<file path="src/rtl/mem_bus_arbiter.sv">
// Two-master round-robin arbiter onto a single shared memory bus.
// m0 is the instruction-fetch port and m1 the data port; a stalled slave is aborted after TIMEOUT cycles.
//
// state | meaning
// IDLE  | no grant; arbitrate among pending requests
// BUSY  | one master granted; bus driven from its fields, waiting for bus_ready
// TURN  | one-cycle gap after completion so the served master can drop req
module mem_bus_arbiter #(
    parameter int WIDTH   = 32,
    parameter int TIMEOUT = 16
) (
    input  logic             clk,
    input  logic             rst_n,
    input  logic             m0_req,
    input  logic             m0_we,
    input  logic [WIDTH-1:0] m0_addr,
    input  logic [WIDTH-1:0] m0_wdata,
    input  logic [3:0]       m0_byteen,
    output logic             m0_ack,
    output logic             m0_err,
    output logic [WIDTH-1:0] m0_rdata,
    input  logic             m1_req,
    input  logic             m1_we,
    input  logic [WIDTH-1:0] m1_addr,
    input  logic [WIDTH-1:0] m1_wdata,
    input  logic [3:0]       m1_byteen,
    output logic             m1_ack,
    output logic             m1_err,
    output logic [WIDTH-1:0] m1_rdata,
    output logic [WIDTH-1:0] bus_addr,
    output logic [WIDTH-1:0] bus_data_in,
    output logic             bus_we,
    output logic             bus_re,
    output logic [3:0]       bus_byteen,
    input  logic [WIDTH-1:0] bus_data_out,
    input  logic             bus_ready
);

    typedef enum logic [1:0] {
        S_IDLE = 2'd0,
        S_BUSY = 2'd1,
        S_TURN = 2'd2
    } state_t;

    localparam logic [7:0] TMO_LAST = 8'(TIMEOUT - 1);

    state_t     state;
    logic       grant;       // 0 = m0, 1 = m1; meaningful only in BUSY
    logic       last_grant;
    logic [7:0] tmo_cnt;

    logic             busy;
    logic             sel_we;
    logic [WIDTH-1:0] sel_addr;
    logic [WIDTH-1:0] sel_wdata;
    logic [3:0]       sel_byteen;
    logic             done_ok;
    logic             done_tmo;

    always_comb begin
        busy       = (state == S_BUSY);
        sel_we     = grant ? m1_we     : m0_we;
        sel_addr   = grant ? m1_addr   : m0_addr;
        sel_wdata  = grant ? m1_wdata  : m0_wdata;
        sel_byteen = grant ? m1_byteen : m0_byteen;
    end

    // Ready takes priority over an expiring timeout in the same cycle.
    always_comb begin
        done_ok  = busy & bus_ready;
        done_tmo = busy & ~bus_ready & (tmo_cnt == TMO_LAST);
    end

    // Bus and handshake outputs are gated by BUSY so reset clears them immediately.
    always_comb begin
        bus_addr    = busy ? sel_addr   : '0;
        bus_data_in = busy ? sel_wdata  : '0;
        bus_byteen  = busy ? sel_byteen : 4'b0000;
        bus_we      = busy & sel_we;
        bus_re      = busy & ~sel_we;
        m0_ack      = done_ok  & ~grant;
        m1_ack      = done_ok  &  grant;
        m0_err      = done_tmo & ~grant;
        m1_err      = done_tmo &  grant;
    end

    always_ff @(posedge clk or negedge rst_n) begin
        if (!rst_n) begin
            state      <= S_IDLE;
            grant      <= 1'b0;
            last_grant <= 1'b1;
            tmo_cnt    <= 8'd0;
            m0_rdata   <= '0;
            m1_rdata   <= '0;
        end else begin
            case (state)
                S_IDLE: begin
                    if (m0_req || m1_req) begin
                        grant   <= (m0_req && m1_req) ? ~last_grant : m1_req;
                        tmo_cnt <= 8'd0;
                        state   <= S_BUSY;
                    end
                end
                S_BUSY: begin
                    if (done_ok) begin
                        if (!sel_we) begin
                            if (grant) m1_rdata <= bus_data_out;
                            else       m0_rdata <= bus_data_out;
                        end
                        last_grant <= grant;
                        state      <= S_TURN;
                    end else if (done_tmo) begin
                        last_grant <= grant;
                        state      <= S_TURN;
                    end else begin
                        tmo_cnt <= tmo_cnt + 8'd1;
                    end
                end
                S_TURN: begin
                    state <= S_IDLE;
                end
                default: begin
                    state <= S_IDLE;
                end
            endcase
        end
    end

endmodule

</file>
<file path="config.mk">
export PLATFORM = sky130hd
export DESIGN_NAME = mem_bus_arbiter
export DESIGN_NICKNAME = d
export VERILOG_FILES = /design/src/rtl/mem_bus_arbiter.sv
export SDC_FILE = /design/constraint.sdc
export NUM_CORES = 1
export LEC_CHECK = 0
export CORE_AREA = 2 2 120 122
export CTS_CLUSTER_SIZE = 30
export DETAILED_ROUTE_END_ITERATION = 10
export DIE_AREA = 0 0 122 124
export GPL_TIMING_DRIVEN = 0
export PLACE_DENSITY = 0.71
export SLEW_MARGIN = 20
export SYNTH_ARGS = -nofsm -noshare
export SYNTH_HDL_FRONTEND = slang
export SYNTH_SLANG_ARGS = --single-unit
</file>
<file path="constraint.sdc">
create_clock -name clk -period 3.71 [get_ports clk]
set_input_delay 0.371 -clock clk [delete_from_list [all_inputs] [get_ports clk]]
set_output_delay 0.371 -clock clk [all_outputs]
set_load 0.03 [all_outputs]
</file>
==> reports/qor.yml <==
outcome:
  outcome: "completed"
floorplanning:
  fp-row-count: 43
  die_y_um: 124
  die_area_um2: 15100
  ioPinCount: 313
  initial_core_util: 0.309
  die_w_um: 122
  core_um2: 13700
timing:
  finalClockSkew_ns: 0.00416
  setup-violations-final: 0
  drv_slew: 0
  fin_crit_sh: 0.784
  whs_ns: 0.449
  tightest_slew_ns: 0.513
  relSlewSlack: 0.658
  hold_violations: 0
  max_freq_mhz: 344
  finalSetupTns_ns: 0
  rsz0062_at_grt: "false"
  period_needed_ns: 2.91
cts:
  htree_num_levels: 3
  cts.sinks: 76
  cts_buffer_depth: 2
  cts_made_buffers: 9
  worstSkewPairLatency_ns: 0.33
  cts_tree: "yes"
  cts_setup_buffers: 0
  cts-root-buf: "clkbuf_16"
  path_clk_slew_ns: 0.06
logic_synthesis:
  synth_top_area_frac: 0.442
  syn-cell-area_um2: 4240
  ys_dominant_reg_cell: "dfrtp_1"
  ys_ff_latch: 76
  synth_enable_flop_cells: 0
  synthCells: 357
  synth_top_area_cell: "dfrtp_1"
  synth_async_sr_flop_share: 1.00
  synth_cell_types: 38
  avgSynthCellArea_um2: 11.9
  yosysSeqAreaShare: 0.449
  yosys_warnings: 0
  syn_nets: 533
  ys_top_cells_by_area: "dfrtp_1, mux2i_1, mux2_4"
route:
  drc: 0
  drt-initial-drc-count: 116
  firstDrtPassIters: 4
  viasPerCell: 4.67
  via_count: 4046
  postRouteAntennaNets: 0
  avgRoutedWirePerCell_um: 19.0
  drt_wl_total_um: 16500
setup_path:
  crit_path_max_incr_delay_ns: 0.64
  slowest_stage: "clkdlybuf4s50_1"
  path_common_cell: "buf_2"
  crit_chain: "buf_2 -> buf_2 -> mux2i_1 -> nor2_1 -> clkdlybuf4s50_1"
  critPathArrivalTime_ns: 2.54
  path_delay_family: "buffers and inverters"
  crit_type: "flip-flop to primary output"
  crit_fanout: 10
  worstPathRequired_ns: 3.34
  crit_buf_inv: 3
  startpoint_type: "flip-flop"
  end_kind: "primary output"
hold_path:
  hp-class: "input port to async pin"
flow_run:
  drv_cap: 0
power:
  cellPowerDensity_nw_per_um2: 855
  ir_drop_uv: 353
  p_leak_nw: 3.45
final_layout:
  finalNetCount: 858
  num_antenna_cells: 0
  multi_input_area_um2: 2170
  drive_gt1_frac: 0.125
  nFillCells: 1179
  final_area_um2: 7920
  final-seq-area_um2: 1900
  syn_to_final_growth_pct: 86.7
place:
  place_hpwl_um: 13500
  placed_area_um2: 7610
  globalplace.congestion: 0.896
  port_buffers: 312
global_route:
  grt_use_total: 0.211
  grt_max_degree: 61
  grt_pass1_vias: 4251
  overflow: 0
  antenna_found_initial: 1
  grt_pass1_wl_um: 24100
[synthesized netlist by cell type, types with 2 or more instances]
library cell   n
dfrtp_1       75
nor2_1        74
mux2i_1       69
mux2_4        31
mux2_1        21
mux2_2        13
buf_2          9
a31oi_1        6
nand2_1        6
a21oi_1        5
clkbuf_1       5
nand3_1        5
and3_1         4
buf_12         3
buf_4          3
a211o_1        2
and2_1         2
buf_1          2
nand2b_1       2
o21ai_0        2
[path summary, 6_finish.rpt]
kind	start	to	slack [ns]	cells after the start
setup / recovery	grant	bus_data_in[8]	0.80	5
hold / removal	rst_n	m1_rdata[11]	0.45	2
setup reg to reg	tmo_cnt[0]	tmo_cnt[3]	1.83	5
hold reg to reg	m0_rdata[8]	m0_rdata[8]	0.48	1
max in group asynchronous	rst_n	m0_rdata[30]	2.69	3
min in group clk	m0_rdata[8]	m0_rdata[8]	0.48	1
[cells in the final DEF (no fill, tap or decap), types with 2 or more instances in the layout]
cell,instances
clkdlybuf4s50_1,311
dfrtp_1,75
nor2_1,74
mux2i_1,69
mux2_4,31
mux2_1,21
mux2_2,13
buf_2,9
clkbuf_16,9
clkbuf_1,6
nand2_1,6
a31oi_1,6
nand3_1,5
a21oi_1,5
and3_1,4
buf_4,4
buf_12,3
nand2b_1,2
buf_1,2
and2_1,2
a211o_1,2
o21ai_0,2
clkinvlp_4,2
[final cells by class]
type,instances,share of cell area
buffer,23,0.0209
clock buffer,11,0.0307
clock inverter,4,0.00632
inverter,2,0.000948
multi-input combinational,256,0.274
sequential,76,0.240
tap,180,0.0284
timing repair buffer,314,0.399
[stage by stage]
stage / utilization / power (mW) / worst slack, ns / instances
2_1_floorplan: - / 4.04 / 1.87 / 357
3_3_place_gp: 0.553 / 5.88 / -0.252 / 849
3_5_place_dp: 0.555 / 5.93 / 1.11 / 850
4_1_cts: 0.577 / 6.83 / 0.743 / 866
5_1_grt: 0.577 / 7.11 / 0.685 / 866
6_report: 0.577 / 6.77 / 0.800 / 866
[cells by family (layout without fill, tap and decap cells)]
family          Yosys count  in the layout  synth area share
buf+inv                  25            354            0.0407
simple gates            102            102             0.114
compound gates           19             19            0.0304
fa+ha+maj                 1              1           0.00295
flops                    76             76             0.449
mux                     134            134             0.363
[state kept, by name, indices dropped and copies added (netlist names)]
signal and cells:
m0_rdata 32, tmo_cnt 8, grant 1, m1_rdata 32, last_grant 1, state 2
[power breakdown]
part	leakage [nW]	total [mW]	switching (mW)	internal [mW]
combinational	2.38	4.47	2.47	2.00
clock	0.138	0.859	0.325	0.534
sequential	0.931	1.44	0.222	1.22
[per-layer routing]
metal,vias to the layer above,share of wire,GRT usage
met5,-,0.00079,0
met4,2,0.020,0.0675
met3,23,0.10,0.0833
met2,197,0.49,0.369
met1,1918,0.38,0.236
li1,1906,-,-
[what timing repair did]
item | 4_1_cts | 5_1_grt
endpoints found under the hold margin | 15 | 0
gates resized for setup | 0 | 0
hold buffers | 1 | 0
Note: power is estimated with default switching activity, not from simulation.
